### src/rtl/cpu_pkg.sv
// Shared CPU definitions: opcode constants, EX/MEM state encoding and opcode classing.
package cpu_pkg;

  localparam logic [4:0] OP_LDR = 5'd8;
  localparam logic [4:0] OP_STR = 5'd9;
  localparam logic [4:0] OP_B   = 5'd10;

  typedef enum logic [1:0] {
    ST_IDLE     = 2'd0,
    ST_MEM_WAIT = 2'd1,
    ST_ABORT    = 2'd2
  } state_t;

  typedef enum logic [1:0] {
    CLS_ALU    = 2'd0,
    CLS_LOAD   = 2'd1,
    CLS_STORE  = 2'd2,
    CLS_BRANCH = 2'd3
  } op_class_t;

  function automatic op_class_t op_class(input logic [4:0] op);
    case (op)
      OP_LDR:  return CLS_LOAD;
      OP_STR:  return CLS_STORE;
      OP_B:    return CLS_BRANCH;
      default: return CLS_ALU;
    endcase
  endfunction

endpackage

### src/rtl/mem_timeout_ctr.sv
// Counts MEM_WAIT cycles without an ack; expired marks the last permitted wait cycle.
module mem_timeout_ctr #(
  parameter int TIMEOUT = 16
) (
  input  logic clk,
  input  logic rst,
  input  logic clear,
  input  logic enable,
  output logic expired
);

  localparam int CW = (TIMEOUT > 1) ? $clog2(TIMEOUT) : 1;
  localparam logic [CW-1:0] LAST = CW'(TIMEOUT - 1);

  logic [CW-1:0] r_count;

  always_ff @(posedge clk) begin
    if (rst)
      r_count <= '0;
    else if (clear)
      r_count <= '0;
    else if (enable)
      r_count <= r_count + CW'(1);
  end

  assign expired = (r_count == LAST);

endmodule

### src/rtl/ex_mem_stage.sv
// EX/MEM pipeline stage: retires ALU results in one cycle and sequences one
// data-memory access at a time, aborting with a sticky error on timeout.
//
// state       | meaning
// ST_IDLE     | accepting instructions; ALU results retire from here
// ST_MEM_WAIT | load/store request outstanding, waiting for mem_ack
// ST_ABORT    | one-cycle recovery after a timed-out request
module ex_mem_stage
  import cpu_pkg::*;
#(
  parameter int TIMEOUT = 16
) (
  input  logic        clk,
  input  logic        rst,
  input  logic        in_valid,
  input  logic [4:0]  in_opcode,
  input  logic [31:0] in_result,
  input  logic [4:0]  in_rd,
  input  logic [31:0] in_store_data,
  input  logic        flush,
  output logic        stall,
  output logic        mem_req,
  output logic        mem_we,
  output logic [31:0] mem_addr,
  output logic [31:0] mem_wdata,
  input  logic        mem_ack,
  input  logic [31:0] mem_rdata,
  output logic        wb_valid,
  output logic [4:0]  wb_rd,
  output logic [31:0] wb_data,
  output logic        mem_err
);

  state_t      r_state;
  logic        r_mem_req;
  logic        r_mem_we;
  logic [31:0] r_mem_addr;
  logic [31:0] r_mem_wdata;
  logic [4:0]  r_rd;
  logic        r_wb_valid;
  logic [4:0]  r_wb_rd;
  logic [31:0] r_wb_data;
  logic        r_mem_err;

  op_class_t   w_class;
  logic        w_capture;
  logic        w_ctr_clear;
  logic        w_ctr_en;
  logic        w_expired;

  assign w_class     = op_class(in_opcode);
  // A flush on a would-be capture edge blocks the capture outright.
  assign w_capture   = (r_state == ST_IDLE) && in_valid && !flush;
  assign w_ctr_clear = w_capture && ((w_class == CLS_LOAD) || (w_class == CLS_STORE));
  assign w_ctr_en    = (r_state == ST_MEM_WAIT) && !mem_ack && !w_expired;

  mem_timeout_ctr #(.TIMEOUT(TIMEOUT)) u_timeout (
    .clk     (clk),
    .rst     (rst),
    .clear   (w_ctr_clear),
    .enable  (w_ctr_en),
    .expired (w_expired)
  );

  always_ff @(posedge clk) begin
    if (rst) begin
      r_state     <= ST_IDLE;
      r_mem_req   <= 1'b0;
      r_mem_we    <= 1'b0;
      r_mem_addr  <= '0;
      r_mem_wdata <= '0;
      r_rd        <= '0;
      r_wb_valid  <= 1'b0;
      r_wb_rd     <= '0;
      r_wb_data   <= '0;
      r_mem_err   <= 1'b0;
    end else begin
      r_wb_valid <= 1'b0;
      unique case (r_state)
        ST_IDLE: begin
          if (w_capture) begin
            case (w_class)
              CLS_ALU: begin
                r_wb_valid <= 1'b1;
                r_wb_rd    <= in_rd;
                r_wb_data  <= in_result;
              end
              CLS_LOAD, CLS_STORE: begin
                r_state     <= ST_MEM_WAIT;
                r_mem_req   <= 1'b1;
                r_mem_we    <= (w_class == CLS_STORE);
                r_mem_addr  <= in_result;
                r_mem_wdata <= in_store_data;
                r_rd        <= in_rd;
              end
              default: ;
            endcase
          end
        end
        ST_MEM_WAIT: begin
          // Ack is checked first so it wins over a coincident timeout.
          if (mem_ack) begin
            r_state   <= ST_IDLE;
            r_mem_req <= 1'b0;
            if (!r_mem_we) begin
              r_wb_valid <= 1'b1;
              r_wb_rd    <= r_rd;
              r_wb_data  <= mem_rdata;
            end
          end else if (w_expired) begin
            r_state   <= ST_ABORT;
            r_mem_req <= 1'b0;
            r_mem_err <= 1'b1;
          end
        end
        ST_ABORT: r_state <= ST_IDLE;
        default:  r_state <= ST_IDLE;
      endcase
    end
  end

  assign stall     = (r_state == ST_MEM_WAIT) || (r_state == ST_ABORT);
  assign mem_req   = r_mem_req;
  assign mem_we    = r_mem_we;
  assign mem_addr  = r_mem_addr;
  assign mem_wdata = r_mem_wdata;
  assign wb_valid  = r_wb_valid;
  assign wb_rd     = r_wb_rd;
  assign wb_data   = r_wb_data;
  assign mem_err   = r_mem_err;

endmodule

### config.mk
export PLATFORM = sky130hd
export DESIGN_NAME = ex_mem_stage
export DESIGN_NICKNAME = d
export VERILOG_FILES = /design/src/rtl/cpu_pkg.sv /design/src/rtl/mem_timeout_ctr.sv /design/src/rtl/ex_mem_stage.sv
export SDC_FILE = /design/constraint.sdc
export NUM_CORES = 1
export LEC_CHECK = 0
export BUFFER_PORTS_ARGS = -buffer_cell sky130_fd_sc_hd__buf_4
export CORE_ASPECT_RATIO = 1.1
export CORE_MARGIN = 2
export CORE_UTILIZATION = 47
export DETAILED_ROUTE_END_ITERATION = 12
export PLACE_DENSITY = 0.86
export SETUP_SLACK_MARGIN = 0.1
export SLEW_MARGIN = 20
export SYNTH_ARGS = -nofsm -noshare
export SYNTH_HDL_FRONTEND = slang
export SYNTH_SLANG_ARGS = --single-unit
### constraint.sdc
create_clock -name clk -period 2.23 [get_ports clk]
set_input_delay 0.3345 -clock clk [delete_from_list [all_inputs] [get_ports clk]]
set_output_delay 0.3345 -clock clk [all_outputs]
set_load 0.1 [all_outputs]
Yosys cells after proc, flatten, opt, wreduce, memory -nomap -nowiden

Index checks and enable logic that the tools add are counted.

Bits in registers: 116
Bits of input ports: 111

Add/sub/neg operators: 1
Eq/ne operators: 14
Multiplexer cells: 26
Bitwise operators: 1
Reduce and logical (&&, ||, !) cells: 20

Operators by type and width:

| kind                | number |
|---|---|
| $mux 32             | 4 |
| $pmux 32 s2         | 1 |
| $mux 5              | 4 |
| $eq 5x4->1 const B  | 3 |
| $pmux 5 s2          | 1 |
| $reduce_and 3->1    | 3 |
| $mux 1              | 8 |
| $mux 2              | 4 |
| $ne 2x2->1 const B  | 3 |
| $pmux 2 s3          | 1 |
| $logic_and 1x1->1   | 5 |
| $reduce_and 5->1    | 1 |
| $add 4x1->4 const B | 1 |
| $eq 2x1->1 const B  | 2 |
| $eq 2x2->1 const B  | 2 |
| $eq 4x4->1 const B  | 1 |
| $logic_not 2->1     | 2 |
| $ne 2x1->1 const B  | 2 |
| $pmux 1 s2          | 2 |
| $pmux 2 s2          | 1 |
| $reduce_and 4->1    | 1 |
| $reduce_or 2->1     | 2 |
| $logic_not 1->1     | 3 |
| $ne 3x3->1 const B  | 1 |
| other kinds (3)     | 4 |

Longest topological paths before layout

Gate-level depths: netlist (run 1).

Word-level depth: 7
Depth in mapped cells: 8
Depth with buffers taken out: 6

Cells and area by module

Synthesis (run 1) repeated with hierarchy kept, for this count alone.

Cell total of the unflattened synthesis: 564
Area, all modules: 5,019.8 um^2

By module, submodules not included:

| module          | times used | cells an instance | area an instance (um^2) | sequential area each (um^2) |
|---|---|---|---|---|
| ex_mem_stage    | 1          | 546               | 4,835.9                 | 2,242.2 |
| mem_timeout_ctr | 1          | 18                | 183.9                   | 80.1 |

Least setup slack after synthesis (run 1)

OpenSTA, ideal clock, no wires.

Path type: register to register
Start point: register r_mem_we (netlist: mem_we)
End point: register r_wb_data[10] (netlist: wb_data[10])
Setup time: 72 ps
Arrival: 1,806 ps
Required time: 2,158 ps
Path slack: 352 ps
Cell stages (with the launch flop): 6
Path buffers: 2
Path through: dfxtp_1 nand3b_1 a22o_1 buf_4 buf_6 mux2i_1

Cells in the longest elaborated chain, start to end: 2

RTL lines:

| item                              | RTL line            | source |
|---|---|---|
| start: declaration                | ex_mem_stage.sv:36  | `logic r_mem_we;` |
| start signal: assignment          | ex_mem_stage.sv:91  | `r_mem_we <= (w_class == CLS_STORE);` |
| $ne 2x2->1 (no source line)       | -                   |  |
| $reduce_and 5->1 (no source line) | -                   |  |
| end signal: assignment            | ex_mem_stage.sv:86  | `r_wb_data <= in_result;` |
| end signal: assignment            | ex_mem_stage.sv:108 | `r_wb_data <= mem_rdata;` |
| end: declaration                  | ex_mem_stage.sv:42  | `logic [31:0] r_wb_data;` |

Every way passes these cells.
A chain may end at the register's enable or synchronous reset.

Worst setup path after layout (run 1)

Start point: register r_state[0]
End point: output port stall

Cells in the longest elaborated chain, start to end: 2

RTL lines:

| item                                            | RTL line            | source |
|---|---|---|
| start: declaration                              | ex_mem_stage.sv:34  | `state_t r_state;` |
| start signal: assignment                        | ex_mem_stage.sv:67  | `r_state <= ST_IDLE;` |
| start signal: assignment                        | ex_mem_stage.sv:89  | `r_state <= ST_MEM_WAIT;` |
| start signal: assignment                        | ex_mem_stage.sv:103 | `r_state <= ST_IDLE;` |
| $eq 2x1->1 / $eq 2x2->1 (equally long branches) | ex_mem_stage.sv:122 | `assign stall = (r_state == ST_MEM_WAIT) \|\| (r_state == ST_ABORT);` |
| $logic_or 1x1->1 (*)                            | ex_mem_stage.sv:122 |  |
| end: declaration                                | ex_mem_stage.sv:21  | `output logic stall,` |

Every way passes the cells marked *; elsewhere a longest branch is shown, timed or not.

==> results of run 1 <==
==> state kept, by name, summed over array words and instances, names as in the netlist <==
register	flops
mem_addr	32
mem_err	1
mem_req	1
mem_wdata	32
mem_we	1
r_rd	5
r_state	2
u_timeout.r_count	4
wb_data	32
wb_rd	5
wb_valid	1
==> Yosys cell counts, types with 2 or more instances <==
| cell | number |
|---|---|
| a211oi_1 | 3 |
| a21oi_1 | 73 |
| and4b_1 | 2 |
| buf_1 | 3 |
| buf_2 | 10 |
| buf_4 | 3 |
| buf_6 | 3 |
| clkbuf_1 | 22 |
| dfxtp_1 | 116 |
| ha_1 | 6 |
| inv_1 | 4 |
| mux2_2 | 37 |
| mux2i_1 | 38 |
| nand2_1 | 217 |
| nand2b_1 | 2 |
| nand3_1 | 6 |
| nand3b_1 | 3 |
| nand4b_1 | 2 |
| o21ai_0 | 2 |
| or3_1 | 2 |
==> cell type report <==
| cell class | count | area (µm²) | area share [%] |
|---|---|---|---|
| Sequential cell | 116 | 2320 | 32.6 |
| Inverter | 5 | 18.8 | 0.264 |
| Clock inverter | 10 | 108 | 1.51 |
| Multi-Input combinational cell | 406 | 2290 | 32.3 |
| Tap cell | 120 | 150 | 2.11 |
| Timing Repair Buffer | 226 | 1770 | 24.9 |
| Clock buffer | 21 | 449 | 6.31 |
==> cells by family after synthesis <==
| kind of cell | synth area share, % |
|---|---|
| mux | 16.5 |
| fa+ha+maj | 1.55 |
| buf+inv | 4.53 |
| xor+xnor | 0.181 |
| simple gates | 20.0 |
| compound gates | 9.19 |
| flops | 48.1 |
==> worst register-to-register path, cell delays in order (launching register included) <==
cell,delay [ns]
dfxtp_1,0.31
inv_1,0.09
ha_2,0.42
nor2b_1,0.42
nand4_1,0.22
o32ai_1,0.25
==> where the power goes <==
part	internal, mW	leakage (nW)	switching [mW]	total (mW)
clock	1.63	0.269	0.912	2.54
combinational	0.895	2.00	2.13	3.02
sequential	2.28	0.940	0.120	2.40
total	4.81	3.21	3.16	7.97
==> worst min path at each step <==
stage / start / endpoint / slack, ns / cells after the start
global placement: mem_err / mem_err / 0.44 / 2
global route: in_store_data[27] / mem_wdata[27] / 0.05 / 3
floorplan: r_rd[0] / r_rd[0] / 0.43 / 2
CTS: in_store_data[6] / mem_wdata[6] / 0.05 / 3
finish: in_store_data[16] / mem_wdata[16] / 0.07 / 3
detailed placement: mem_err / mem_err / 0.44 / 2
==> per-stage QoR <==
step	power [mW]	utilization, %	worst slack (ns)	hold slack, ns
after floorplan	4.77	-	0.352	0.433
after global placement	5.40	66.0	0.290	0.436
after detailed placement	5.46	66.0	0.207	0.440
after CTS	8.02	71.6	0.351	0.0477
after global routing	8.25	71.6	0.286	0.0520
final	7.97	71.6	0.377	0.0741
==> metal layers <==
metal	global-route usage [%]	vias to the layer above	share of wire [%]
met2	43.9	192	51
met5	0	-	0
met4	11.9	0	2.2
li1	-	2292	-
met1	27.1	2180	39
met3	8.58	26	7.9
==> cells in the final DEF, fill, tap and decap left out, types with 4 or more instances in the layout <==
master,synthesis,routed
mux2_2,37,37
dfxtp_1,116,116
buf_12,0,6
buf_4,3,220
nand3_1,6,6
a21oi_1,73,73
clkinv_2,0,5
nand2_1,217,217
clkbuf_16,0,16
mux2i_1,38,38
ha_1,6,5
inv_1,4,4
==> metrics, run 1 <==
outcome=finished, final reports clean; CP startpoint kind=flop; fin. max-slew vios=0; Max Root-Sink Buffers=2; fin crit share=83.1%; Row Count=38; GRT Residual Overflow=0; worst-path fanout max=3; static leakage=3.21 nW; port bufs=216; initial DRC count=210; Core Area=0.00994 mm²; Required @ worst endpoint=1.90 ns; fin area=0.00711 mm²; Ys Warns=0; vias in the first global route=4799; synthesis-to-layout area growth=47.3%; Starting Density=48.6%; final hold vios=0; die area=0.0111 mm²; placed insts=873; Setup CP Type=reg2out; Fmax=0.540 GHz; setup TNS=0 ns; worst-margin pin slew=0.456 ns; Avg Cell Area, Syn=8.51 µm²; reg2reg path depth=5; crit path DAT=1.52 ns; RSZ-0062 raised after global routing=false; worst-path cell chain=inv_1, ha_1, buf_4; number of CTS-inserted buffers=17; RR Startpoint=r_state[1]; Worst Setup EP=stall; wire length of the first global-routing pass=21700 µm; RD Place Congestion=0.810; Crit-path slowest cell=dfxtp_1; Clk Latency, worst-skew pair=0.51 ns; Max stage delay on crit path=0.37 ns; Routed Antenna Nets=0; main area contributors after synthesis=dfxtp_1 (48%), nand2_1 (17%), mux2_2 (8.6%), mux2i_1 (7.9%), a21oi_1 (7.6%); clock-pin slew on the worst setup and hold paths=0.06 ns; clock sink count=116; sequential area share after synthesis=48.1%; Worst Hold Class=in2reg; reg-to-reg endpoint=r_state[1]; Slew headroom=69.6%; Power Dens Cells=1120 mW/mm²; GRT Overall Usage=25.1%; post-synth top area share=48.1%; CP delay by family, top=flip-flops; placed instance area=0.00656 mm²; CTS tree=built; Setup Viol. Count Final=0; DRC Markers=0; Crit. End Element=primary output; DR vias/cell=5.19; Final nets=889; Final Non-Filler Cells=904; Resized cells post-CTS=0; Crit path depth=3; mapped cell area=0.00483 mm²; Yosys top cell by area=dfxtp_1; WP buf/inv=2; Setup Buffers After CTS=0; #FFs+latches synth=116; HPWL Detailed=9740 µm; distinct cell type count after synthesis=34; root buffer cell=clkbuf_8; layout cell share with drive strength beyond 1=37.8%; Final min period=1.85 ns; n_diodes=0; max_cap viols=0; Filler Cell Count=731; Cells after Synth=568; reg2reg setup slack=0.42 ns; Layout Skew=0.00731 ns; number of synthesized flops with an enable pin=0; Wirelength per Cell=15.5 µm; ys async rst share=0%; Pre-antenna DRT Iters=6; ys flop type=dfxtp_1; VDD IR max=588 µV; die height=110 µm; CTS Hold Bufs=0; Chip Width=101 µm; vias after detailed routing=4690; Detailed Route WL=14000 µm; Worst Setup SP=r_state[0]; num ports=217; number of H-tree levels=4; antenna violations before repair=0; largest net degree at the start of global routing=78; synthesized net count=685
No activity file was read; power rests on OpenSTA's default activity.
==> inputs of run 2 (changes only) <==
--- a/config.mk
+++ b/config.mk
@@ -5,12 +5,13 @@
 export SDC_FILE = /design/constraint.sdc
 export NUM_CORES = 1
 export LEC_CHECK = 0
+export ABC_AREA = 1
 export BUFFER_PORTS_ARGS = -buffer_cell sky130_fd_sc_hd__buf_4
 export CORE_ASPECT_RATIO = 1.1
 export CORE_MARGIN = 2
-export CORE_UTILIZATION = 47
+export CORE_UTILIZATION = 43
 export DETAILED_ROUTE_END_ITERATION = 12
-export PLACE_DENSITY = 0.86
+export PLACE_DENSITY = 0.82
 export SETUP_SLACK_MARGIN = 0.1
 export SLEW_MARGIN = 20
 export SYNTH_ARGS = -nofsm -noshare
==> constraint.sdc (replaced) <==
create_clock -name clk -period 1.5 [get_ports clk]
set_input_delay 0.225 -clock clk [delete_from_list [all_inputs] [get_ports clk]]
set_output_delay 0.225 -clock clk [all_outputs]
set_load 0.1 [all_outputs]
==> run 2 against run 1 <==
  * The run now ends with setup timing left
  * Sequential share of layout area fell by 5.4 points
  * Critical path depth rose by 5
  * Clock power rose by 76%
  * Largest power group is now clock
  * Critical endpoint is now wb_data[10]
  * Final cell count rose by 20%
  * Global-route usage fell by 1.5 points
  * Flip-flop and latch count did not move
  * Sequential power rose by 40%
  * Combinational power fell by 13%
  * Non-clock buffer count rose by 41
  * Power rose by 31%
==> metrics, run 2 <==
Int Power=7.03 mW; Power Total=10.4 mW; VDD IR max=638 µV; worst-path fanout max=10; Worst Hold Class=in2reg; worst-margin pin slew=0.302 ns; GRT Residual Overflow=0; n_diodes=0; CTS Hold Bufs=0; Avg Cell Area, Syn=7.37 µm²; ys async rst share=0%; Setup CP Type=reg2reg; Filler Cell Count=784; most frequent cells after synthesis=nor2_1 (129), dfxtp_1 (116), nand2_1 (96); Max stage delay on crit path=0.33 ns; Crit. End Element=flop; post-synth top area share=46.1%; Slew headroom=80.0%; final hold vios=0; Chip Width=107 µm; layout cell share with drive strength beyond 1=44.7%; port bufs=216; GRT Overall Usage=23.6%; largest net degree at the start of global routing=55; CP startpoint kind=flop; HPWL Detailed=9320 µm; Clk Latency, worst-skew pair=0.41 ns; fin. max-slew vios=0; count leader, synth=nor2_1; Row Count=41; root buffer cell=clkbuf_16; number of CTS-inserted buffers=17; ys flop type=dfxtp_1; Final WS setup=-0.0361 ns; static leakage=4.00 nW; sequential area share after synthesis=46.1%; Core Area=0.0114 mm²; fin util=74.6%; Detailed Route WL=18000 µm; CP delay by family, top=simple AND/OR/NAND/NOR gates; main area contributors after synthesis=dfxtp_1 (46%), nor2_1 (9.6%), a21oi_1 (8.0%), nand2_1 (7.2%), o21ai_0 (6.0%); clock sink count=116; die height=117 µm; sequential share of power=32.1%; Final min period=1.54 ns; outcome=finished with violations; Cells after Synth=683; crit path DAT=1.87 ns; Wirelength per Cell=16.6 µm; synthesized net count=800; RSZ-0062 raised after global routing=true; Yosys top cell by area=dfxtp_1; #FFs+latches synth=116; number of H-tree levels=4; Crit-path slowest cell=dfxtp_2; vias in the first global route=4975; wire length of the first global-routing pass=23900 µm; die area=0.0126 mm²; DR vias/cell=5.15; most frequent cells in the layout=buf_4 (230), dfxtp_1 (113), nor2_1 (102); part of the power in combinational logic=25.1%; max_cap viols=0; worst-path cell chain=inv_4, ha_4, nand4_1, nand2_4, buf_12, buf_16, a21oi_2, nor2_1; vias after detailed routing=5572; P_sw=3.39 mW; Starting Density=44.0%; clock-pin slew on the worst setup and hold paths=0.06 ns; failing checks=setup timing; WP buf/inv=3; clock network power share=42.8%; num ports=217; number of synthesized flops with an enable pin=0; Routed Antenna Nets=0; Pre-antenna DRT Iters=5; Max Root-Sink Buffers=2; Final nets=1035; mapped cell area=0.00503 mm²; Required @ worst endpoint=1.83 ns; initial DRC count=485; DRC Markers=0; Layout Skew=0.00606 ns; Fmax=0.651 GHz; Power Dens Cells=1220 mW/mm²; switching part of the total=32.5%; synthesis-to-layout area growth=69.6%; antenna violations before repair=0; commonest non-fill, non-tap cell in the layout=buf_4; RD Place Congestion=0.833; fin crit share=102%; distinct cell type count after synthesis=23; Setup Viol. Count Final=10; Ys Warns=0; CTS tree=built
## run 2: changes by cell type after synthesis, sizes merged, moves of 7 or more
cell,before,now
nor2,1,130
nand2,217,97
o21ai,2,72
inv,5,52
mux2i,38,0
nand3,6,44
mux2,37,0
o21a,0,28
buf,19,40
clkbuf,22,12
a21oi,73,80
## run 2: cells by family after synthesis
family	synth area share, %
flops	46.1
simple gates	22.1
buf+inv	10.6
fa+ha+maj	1.49
compound gates	19.3
xor+xnor	0.348
## run 2: what timing repair did
| item | 4_1_cts | 5_1_grt |
|---|---|---|
| gates cloned | 5 | 13 |
| resized for setup | 35 | 160 |
| pin swaps | 4 | 35 |
| buffers inserted | 7 | 9 |
| endpoints found under the setup margin | 116 | 115 |
## run 2: routing by layer
| layer | vias to the layer above | global-route usage (%) | wire, µm |
|---|---|---|---|
| met1 | 2585 | 27.9 | 7140 |
| li1 | 2696 | - | - |
| met5 | - | 0 | 0 |
| met2 | 250 | 40.2 | 9240 |
| met4 | 0 | 8.93 | 403 |
| met3 | 41 | 6.42 | 1180 |
## run 2: layout make-up
type | instances | area [µm²] | area share, %
Timing Repair Buffer | 267 | 2460 | 28.9
Sequential cell | 116 | 2330 | 27.3
Clock buffer | 21 | 482 | 5.64
Tap cell | 150 | 188 | 2.20
Multi-Input combinational cell | 464 | 2680 | 31.4
Inverter | 52 | 221 | 2.59
Clock inverter | 11 | 173 | 2.02
## run 2: power by group through the flow
| stage | combinational (mW) | clock (mW) | sequential [mW] |
|---|---|---|---|
| after floorplan | 0.601 | 0 | 4.48 |
| after global placement | 2.28 | 0 | 3.38 |
| after detailed placement | 2.29 | 0 | 3.39 |
| after CTS | 2.40 | 4.46 | 3.33 |
| after global routing | 2.74 | 4.62 | 3.36 |
| final | 2.62 | 4.46 | 3.35 |
## run 2: final timing paths
path	start	end	slack (ns)	cells after the start
max	r_state[1]	wb_data[10]	-0.04	8
min	rst	r_state[1]	0.01	2
max reg2reg	r_state[1]	wb_data[10]	-0.04	8
min reg2reg	wb_rd[0]	wb_rd[0]	0.48	2
## run 2: worst register-to-register path, delay by kind of cell, from the launching register on
kind | cells | cell delay (ns)
AO/OA/AOI/OAI | 1 | 0.06
adder cells (fa/ha/maj) | 1 | 0.18
buffers and inverters | 3 | 0.36
flip-flops | 1 | 0.33
AND/OR/NAND/NOR | 3 | 0.53
## run 2: per-stage QoR
stage | setup slack (ns) | hold slack [ns] | area (µm²) | setup TNS, ns | cells
5_1_grt | -0.131 | 0.00835 | 8540 | -4.08 | 1081
6_report | -0.0361 | 0.0138 | 8540 | -0.147 | 1081
3_3_place_gp | -0.264 | 0.424 | 6800 | -16.19 | 1015
4_1_cts | 0.0345 | 0.00140 | 7760 | 0 | 1059
3_5_place_dp | -0.307 | 0.429 | 6800 | -19.46 | 1015
2_1_floorplan | 0.0333 | 0.294 | 5130 | 0 | 683
==> inputs of run 3 (changes only) <==
--- a/config.mk
+++ b/config.mk
@@ -12,6 +12,7 @@
 export CORE_UTILIZATION = 43
 export DETAILED_ROUTE_END_ITERATION = 12
 export PLACE_DENSITY = 0.82
+export RECOVER_POWER = 25
 export SETUP_SLACK_MARGIN = 0.1
 export SLEW_MARGIN = 20
 export SYNTH_ARGS = -nofsm -noshare
==> run 3 against run 2 <==
  * Fmax hardly changed
  * Largest cell class unchanged
  * Global-route usage stayed put
  * Critical endpoint is now u_timeout.r_count[0]
  * Power is 0.20% lower
  * The run still ends with setup timing left
==> metrics, run 3 (synthesis gave the netlist of run 2 again) <==
n_diodes=0; failing checks=setup timing; vias after detailed routing=5547; Routed Antenna Nets=0; Setup CP Type=reg2reg; fin area=0.00846 mm²; fin crit share=102%; Final WS setup=-0.0352 ns; Power Dens Cells=1230 mW/mm²; max_cap viols=0; Clk Latency, worst-skew pair=0.41 ns; Final nets=1035; final hold vios=0; worst-margin pin slew=0.508 ns; crit path DAT=1.86 ns; Detailed Route WL=18000 µm; clock sink count=116; most frequent CP cell=buf_6; HPWL Detailed=9320 µm; port bufs=216; GRT Residual Overflow=0; num ports=217; Row Count=41; Setup Viol. Count Final=9; worst-path fanout max=5; synthesis-to-layout area growth=68.1%; DRC Markers=0; die height=117 µm; wire length of the first global-routing pass=23900 µm; layout cell share with drive strength beyond 1=44.7%; Filler Cell Count=808; Core Area=0.0114 mm²; vias in the first global route=4975; outcome=finished with violations; fin. max-slew vios=0; Fmax=0.651 GHz; RSZ-0062 raised after global routing=true; largest net degree at the start of global routing=55; GRT Overall Usage=23.6%; number of H-tree levels=4; RD Place Congestion=0.833; Worst Hold Class=in2reg; Wirelength per Cell=16.6 µm; Power Total=10.4 mW; Slew headroom=66.4%; Pre-antenna DRT Iters=5; antenna violations before repair=0; Starting Density=44.0%; Crit. End Element=flop; Max stage delay on crit path=0.34 ns; static leakage=4.00 nW; root buffer cell=clkbuf_16; number of CTS-inserted buffers=17; die area=0.0126 mm²; fin util=73.9%; commonest non-fill, non-tap cell in the layout=buf_4; Reg area=0.00233 mm²; Required @ worst endpoint=1.83 ns; Crit-path slowest cell=dfxtp_2; Multi-input gate area=0.00268 mm²; Max Root-Sink Buffers=2; placed instance area=0.00680 mm²; worst-path cell chain=buf_6, ha_4, inv_4, buf_6, nor2_4, nand2_4, or2_0, a21oi_1; setup TNS=-0.149 ns; Layout Skew=0.00780 ns; clock-pin slew on the worst setup and hold paths=0.06 ns; VDD IR max=635 µV; most frequent cells in the layout=buf_4 (198), dfxtp_1 (113), nor2_1 (102); worst hold slack=0.0129 ns; CP startpoint kind=flop; CTS tree=built; DR vias/cell=5.13; initial DRC count=468; Chip Width=107 µm; Final min period=1.54 ns
[run 3: worst max-delay path, delay by kind of cell, from the launching register on]
kind                     cells  cell delay (ns)
flip-flops                   1             0.34
AND/OR/NAND/NOR              3             0.49
adder cells (fa/ha/maj)      1             0.18
buffers and inverters        3             0.28
AO/OA/AOI/OAI                1             0.16
[run 3: final timing paths]
| kind | from | endpoint | slack [ns] | cells after the start |
|---|---|---|---|---|
| setup reg to reg | r_state[0] | u_timeout.r_count[0] | -0.04 | 8 |
| hold reg to reg | wb_rd[0] | wb_rd[0] | 0.47 | 2 |
| setup / recovery | r_state[0] | u_timeout.r_count[0] | -0.04 | 8 |
| hold / removal | rst | r_state[1] | 0.01 | 2 |
[run 3: routing by layer]
layer  share of wire [%]  wire, µm  vias to the layer above  GRT usage (%)
met5                   0         0                        -              0
met2                  52      9270                      249           40.2
met3                 6.8      1220                       40           6.42
met1                  39      7080                     2568           27.9
met4                 2.3       409                        0           8.93
li1                    -         -                     2690              -
[run 3: final cells by class]
type	count	area share, %
Timing Repair Buffer	267	28.2
Multi-Input combinational cell	464	31.7
Clock buffer	21	5.69
Tap cell	150	2.22
Clock inverter	11	2.04
Inverter	52	2.62
Sequential cell	116	27.5
[run 3: power by group]
| part | switching [mW] | internal, mW |
|---|---|---|
| clock network | 1.50 | 2.97 |
| registers | 0.100 | 3.24 |
| logic | 1.80 | 0.796 |
[run 3: timing repair]
action | CTS | global route
endpoints found under the setup margin | 116 | 115
gates cloned | 5 | 13
buffers inserted | 7 | 9
hold buffers | 0 | 0
pin swaps | 4 | 35
endpoints found under the hold margin | 0 | 0
resized for setup | 35 | 160
[run 3: per-stage QoR]
stage | instances | worst slack, ns
final | 1081 | -0.0352
after global routing | 1081 | -0.131
after CTS | 1059 | 0.0345
after detailed placement | 1015 | -0.307
after global placement | 1015 | -0.264
after floorplan | 683 | 0.0333
